[src/rtl/inpass_cfg_loader.sv]
// Configuration loader for the input-pass BELs: assembles valid/ready frames into a
// shadow register and commits it atomically to ConfigBits (0 = combinational, 1 = registered).
//
// state  | meaning
// IDLE   | waiting for frame 0; cfg_clear zeroes the active configuration
// LOAD   | collecting frames 1..NFRAMES-1
// DRAIN  | overlong configuration, discarding beats until in_last
// COMMIT | one cycle; shadow is copied to ConfigBits at the exit edge
module inpass_cfg_loader #(
   parameter int NUM_BELS     = 4,
   parameter int BITS_PER_BEL = 4,
   parameter int FRAME_WIDTH  = 8
) (
   input  logic                             UserCLK,
   input  logic                             RESETn,
   input  logic                             in_valid,
   output logic                             in_ready,
   input  logic [FRAME_WIDTH-1:0]           in_data,
   input  logic                             in_last,
   input  logic                             cfg_clear,
   output logic [NUM_BELS*BITS_PER_BEL-1:0] ConfigBits,
   output logic                             cfg_busy,
   output logic                             cfg_done,
   output logic                             cfg_err
);

   localparam int TOTAL   = NUM_BELS * BITS_PER_BEL;
   localparam int NFRAMES = (TOTAL + FRAME_WIDTH - 1) / FRAME_WIDTH;
   localparam int CNT_W   = (NFRAMES < 2) ? 1 : $clog2(NFRAMES + 1);
   localparam logic [CNT_W-1:0] CNT_ONE  = CNT_W'(1);
   localparam logic [CNT_W-1:0] LAST_IDX = CNT_W'(NFRAMES - 1);

   typedef enum logic [1:0] {IDLE, LOAD, DRAIN, COMMIT} state_t;

   state_t                           state, stateNext;
   logic [CNT_W-1:0]                 cnt, cntNext;
   logic [NFRAMES*FRAME_WIDTH-1:0]   shadow;
   logic                             beatAcc, wrShadow, errNext;

   assign in_ready = (state == LOAD) || (state == DRAIN) || ((state == IDLE) && !cfg_clear);
   assign beatAcc  = in_valid && in_ready;
   assign cfg_busy = (state != IDLE);

   always_comb begin
      stateNext = state;
      cntNext   = cnt;
      wrShadow  = 1'b0;
      errNext   = 1'b0;
      unique case (state)
         IDLE: begin
            if (beatAcc) begin
               wrShadow = 1'b1;
               cntNext  = CNT_ONE;
               if (in_last) begin
                  if (NFRAMES == 1) begin
                     stateNext = COMMIT;
                  end else begin
                     errNext = 1'b1;
                     cntNext = '0;
                  end
               end else begin
                  stateNext = (NFRAMES == 1) ? DRAIN : LOAD;
               end
            end
         end
         LOAD: begin
            if (beatAcc) begin
               wrShadow = 1'b1;
               cntNext  = cnt + CNT_ONE;
               if (cnt == LAST_IDX) begin
                  stateNext = in_last ? COMMIT : DRAIN;
               end else if (in_last) begin
                  errNext   = 1'b1;
                  stateNext = IDLE;
                  cntNext   = '0;
               end
            end
         end
         DRAIN: begin
            if (beatAcc && in_last) begin
               errNext   = 1'b1;
               stateNext = IDLE;
               cntNext   = '0;
            end
         end
         COMMIT: begin
            stateNext = IDLE;
            cntNext   = '0;
         end
         default: begin
            stateNext = IDLE;
            cntNext   = '0;
         end
      endcase
   end

   always_ff @(posedge UserCLK or negedge RESETn) begin
      if (!RESETn) begin
         state      <= IDLE;
         cnt        <= '0;
         shadow     <= '0;
         ConfigBits <= '0;
         cfg_done   <= 1'b0;
         cfg_err    <= 1'b0;
      end else begin
         state    <= stateNext;
         cnt      <= cntNext;
         cfg_done <= (state == COMMIT);
         cfg_err  <= errNext;
         for (int f = 0; f < NFRAMES; f++) begin
            if (wrShadow && (cnt == CNT_W'(f)))
               shadow[f*FRAME_WIDTH +: FRAME_WIDTH] <= in_data;
         end
         // Only a commit or an idle clear may touch the active configuration.
         if (state == COMMIT)
            ConfigBits <= shadow[TOTAL-1:0];
         else if ((state == IDLE) && cfg_clear)
            ConfigBits <= '0;
      end
   end

endmodule

[config.mk]
export PLATFORM = sky130hd
export DESIGN_NAME = inpass_cfg_loader
export DESIGN_NICKNAME = d
export VERILOG_FILES = /design/src/rtl/inpass_cfg_loader.sv
export SDC_FILE = /design/constraint.sdc
export NUM_CORES = 1
export LEC_CHECK = 0
export CAP_MARGIN = 10
export CORE_UTILIZATION = 50
export DETAILED_ROUTE_END_ITERATION = 6
export PLACE_DENSITY = 0.85
export SLEW_MARGIN = 20
export SYNTH_ARGS = -nofsm -noshare
export SYNTH_HDL_FRONTEND = slang
export SYNTH_SLANG_ARGS = --single-unit
[constraint.sdc]
create_clock -name UserCLK -period 2 [get_ports UserCLK]
set_input_delay 0.4 -clock UserCLK [delete_from_list [all_inputs] [get_ports UserCLK]]
set_output_delay 0.4 -clock UserCLK [all_outputs]
set_load 0.005 [all_outputs]
== Word-level counts from Yosys, hierarchy flattened ==
Index checks and enable logic that the tools add are counted.

* Register bits after elaboration: 38
* Input bits: 13
* Output and inout bits: 20
* Logic and storage cells: 57

* Add/subtract/negate cells: 1
* Eq/ne operators: 9
* Muxes and demuxes: 24
* Reductions and logical operators: 16

{| class="wikitable"
|+ Operators by type and width
! cell !! count
|-
| two-way mux 16 bit || 2
|-
| two-way mux 2 bit || 10
|-
| case mux 2 bit (4 select lines) || 2
|-
| two-way mux 1 bit || 9
|-
| logical AND 1 bit || 6
|-
| != test 2 bit, second input constant || 3
|-
| AND reduction 5 bit || 1
|-
| == test 2 x 1 -> 1 bit, second input constant || 2
|-
| == test 2 bit, second input constant || 2
|-
| zero test 2 bit || 2
|-
| nonzero test 2 bit || 2
|-
| != test 3 x 2 -> 1 bit, second input constant || 1
|-
| case mux 1 bit (3 select lines) || 1
|-
| AND reduction 3 bit || 1
|-
| adder 2 x 1 -> 2 bit, second input constant || 1
|-
| logical OR 1 bit || 2
|-
| != test 2 x 1 -> 1 bit, second input constant || 1
|-
| OR reduction 2 bit || 1
|-
| zero test 1 bit || 1
|}

== Longest topological paths before layout ==
* Depth in word-level cells: 7
* Mapped depth: 6
* Mapped depth without buffers: 6

== Worst setup path after synthesis ==
OpenSTA, ideal clock, no wires.

* Kind: register to register
* Start: register state[0]
* End: register cnt[0]
* Library setup time: 0.125 ns
* Data arrival time: 1.561 ns
* Required time: 1.875 ns
* Path slack: 0.314 ns
* Stages on the path, launching flop included: 7
* Clock period less this slack: 1.686 ns
* Cell sequence: dfrtp_1 -> inv_1 -> ha_1 -> nor2b_1 -> o211ai_1 -> and2_1 -> mux2_2

* Word-level cells in the longest chain between the ends: 7
* Elaborated cells on any way between the ends: 14
* Classes of those cells: 6 x eq/ne; 1 x mux; 7 x reduce/logical

{| class="wikitable"
|+ RTL lines
! what !! RTL line !! text
|-
| from (decl) || 35 || <nowiki>state_t state, stateNext;</nowiki>
|-
| from (signal assigned) || 106 || <nowiki>state <= stateNext;</nowiki>
|-
| == test 2 x 1 -> 1 bit (tied with other cells) || 40, 49 ||
|-
| logical OR 1 bit or logical AND 1 bit (tied branches) || 40 || <nowiki>assign in_ready = (state == LOAD) || (state == DRAIN) || ((state == IDLE) && !cfg_clear);</nowiki>
|-
| logical OR 1 bit || 40 ||
|-
| logical AND 1 bit || 41 || <nowiki>assign beatAcc = in_valid && in_ready;</nowiki>
|-
| logical AND 1 bit || 80 || <nowiki>if (beatAcc && in_last) begin</nowiki>
|-
| != test 2 x 1 -> 1 bit (no line) || n/a ||
|-
| AND reduction 3 bit (no line) || n/a ||
|-
| to (signal assigned) || 107 || <nowiki>cnt <= cntNext;</nowiki>
|-
| to (decl) || 36 || <nowiki>logic [CNT_W-1:0] cnt, cntNext;</nowiki>
|}

Parallel ways exist; a longest one is shown, timed or not.
A chain may end at the register's enable or synchronous reset.

== Worst setup path in the final report ==
* Start: register state[0]
* End: output port in_ready

* Word-level cells in the longest chain between the ends: 3
* Elaborated cells on any way between the ends: 6
* Classes of those cells: 2 x eq/ne; 4 x reduce/logical

{| class="wikitable"
|+ RTL lines
! what !! RTL line !! text
|-
| == test 2 x 1 -> 1 bit (tied with other cells) || 40 ||
|-
| logical OR 1 bit or logical AND 1 bit (tied branches) || 40 ||
|-
| logical OR 1 bit * || 40 ||
|-
| to (decl) || 17 || <nowiki>output logic in_ready,</nowiki>
|}

Every way passes the cells marked *; elsewhere a longest branch is shown, timed or not.

==> metrics.yaml <==
run_status:
  status: "complete, no violations"
cells_and_area:
  synthToLayoutAreaGrowth_pct: 33.6
  final_common_cell: "dfrtp_1"
  drive_above_1_share_pct: 27.4
  final_cell_mix: "38 x dfrtp_1, 29 x clkdlybuf4s50_1, 16 x mux2_2, 16 x a22o_1, 14 x buf_4"
  seq_area_um2: 951
  stdcell_count: 212
  diodes: 0
  final_nets: 187
  multi_input_area_um2: 626
  fillers: 222
routing:
  drc: 0
  drt_iter0_drc: 33
  vias: 1130
  wl_per_cell_um: 15.2
  finalWirelength_um: 3220
  routed_via_density: 5.33
  ant_nets: 0
  first_pass_iters: 4
grt:
  antenna_found_initial: 0
  grt_pass1_wl_um: 5220
  grt_usage_pct: 20.6
  grt_max_degree: 39
  grt.overflow.total: 0
  grt_pass1_vias: 1155
yosys:
  syn_area_per_cell_um2: 13.7
  synth.ff_latch_count: 38
  synth_top_cell_by_area: "dfrtp_1"
  synthesis.nets: 137
  synth_top_area_share_pct: 59.3
  synth_flop_cell: "dfrtp_1"
  synth_seq_area_share_pct: 59.3
  synth_edf_count: 0
  synthDistinctLibCells: 28
  synthTopCellsByArea: "dfrtp_1 59%, mux2_2 11%, a22o_1 8.7%"
  synth_cells: 117
  async_reset_ff_share_pct: 100
  synthesis.area_mm2: 0.00160
  yosys_warnings: 0
timing:
  clock_skew_ns: 0.00888
  fin_tns_setup_ns: 0
  max_freq_ghz: 0.519
  fin_crit_sh_pct: 96.4
  worstMarginPinSlew_ns: 0.458
  max_slew_margin_pct: 69.4
  hold_violations: 0
  fin_crit_ns: 1.93
  setup_violations: 0
  rsz0062_at_grt: "no"
  slew_violations: 0
die:
  fp-row-count: 20
  die_x_um: 58.6
  die_area_mm2: 0.00344
  num_io_pins: 33
  initial_core_util_pct: 52.5
  coreArea_mm2: 0.00305
  die_y_um: 58.6
power:
  comb_power_share_pct: 49.7
  p_int_w: 0.00223
  ir_drop_uv: 744
  switchingPower_w: 0.00116
  swShare_pct: 34.1
  pwr-share-clk_pct: 12.3
  p_seq_share_pct: 38.0
  power.density_mw_per_mm2: 1590
  p_leak_nw: 0.986
worst_setup_path:
  crit_fanout: 2
  arrival_ns: 1.53
  critPathSlowestCell: "dfrtp_1"
  critPathTopFamily: "simple AND/OR/NAND/NOR gates"
  crit_required_ns: 1.60
  path_class: "reg -> out"
  cp_slowest_stage_delay_ns: 0.38
  crit_chain: "inv_2 > ha_4 > nor2b_1 > or2_2 > clkdlybuf4s15_1"
  path_buf_inv: 2
  worstSetupEndpointType: "output pin"
  start_kind: "flop"
worst_hold_path:
  min_path_type: "in -> async"
clock_network:
  path_clk_slew_ns: 0.11
  clk_latency_ns: 0.34
  cts_tree: "yes"
  cts_buffer_depth: 2
  cts_made_buffers: 5
  h-tree-depth: 2
  cts_root_buffer: "clkbuf_4"
  cts_sinks: 38
run:
  maxCapViolCount: 0
placement:
  place_hpwl_um: 2240
  gp_congestion: 0.848
  port-buffer-count: 32
  dp.cells: 198
-- state kept, by name (all words and copies together), names as in the netlist --
register and cells:
cfg_err 1, state 2, shadow 16, cfg_done 1
ConfigBits 16, cnt 2
-- timing repair --
action,CTS,global route
buffers inserted,4,2
endpoints found under the hold margin,0,0
setup endpoints to repair,2,1
hold buffers,0,0
gates resized for setup,5,1
-- metal layers --
metal	part of all wire, %	vias up	global-route usage [%]
met4	1.1	0	7.48
met1	45	567	25.2
met5	0	-	0
met3	5.0	6	7.25
li1	-	522	-
met2	49	35	34.0
-- final timing paths --
path | slack, ns | end | from | depth (start not counted)
worst min register to register | 0.51 | ConfigBits[13] | ConfigBits[13] | 1
max in group asynchronous | 1.60 | ConfigBits[6] | RESETn | 2
worst max-delay path | 0.07 | in_ready | state[0] | 5
worst min-delay path | 0.08 | ConfigBits[13] | RESETn | 2
worst max register to register | 0.14 | cnt[0] | state[1] | 7
min in group UserCLK | 0.51 | ConfigBits[13] | ConfigBits[13] | 1
-- final cells by class --
class                   count  share of cell area [%]
flip-flops and latches     38                    44.4
multi-input cells          69                    29.2
repair buffers             46                    19.6
well taps                  44                    2.57
clock buffers               6                    2.40
inverters                   7                    1.23
clock inverters             2                   0.584
-- power groups by stage --
stage | logic (W) | registers (W) | clock network [W]
6_report | 0.00169 | 0.00129 | 0.000417
5_1_grt | 0.00183 | 0.00132 | 0.000462
4_1_cts | 0.00165 | 0.00129 | 0.000427
3_5_place_dp | 0.00157 | 0.00131 | 0
3_3_place_gp | 0.00151 | 0.00127 | 0
2_1_floorplan | 0.000945 | 0.00127 | 0
-- logic make-up after synthesis --
| kind of cell | synth area share, % |
|---|---|
| buffers and inverters | 2.42 |
| multiplexers | 13.2 |
| AND/OR/NAND/NOR | 6.24 |
| AO/OA/AOI/OAI | 13.3 |
| flip-flops | 59.3 |
| adder cells (fa/ha/maj) | 5.46 |
-- Yosys cell counts (all sizes together) (2+ instances only) --
cell type and instances:
mux2 17, mux2i 2, ha 7, nor3 3, a22o 16, o31ai 2, dfrtp 38, inv 7
nor2b 3, nand2 3, nand3 3, buf 2, and2 2, o21ai 2
-- metrics by stage --
stage	hold slack (ns)	worst slack [ns]	instance area (um^2)	util [%]	total power [W]
detailed placement	0.465	-0.0442	2020	66.2	0.00288
finish	0.0829	0.0723	2140	70.1	0.00339
CTS	0.0844	0.0260	2120	69.6	0.00336
global placement	0.458	-0.0322	2020	66.2	0.00278
floorplan	0.104	0.314	1600	-	0.00221
global route	0.0945	0.0183	2140	70.1	0.00362
No activity file was read; power rests on OpenSTA's default activity.
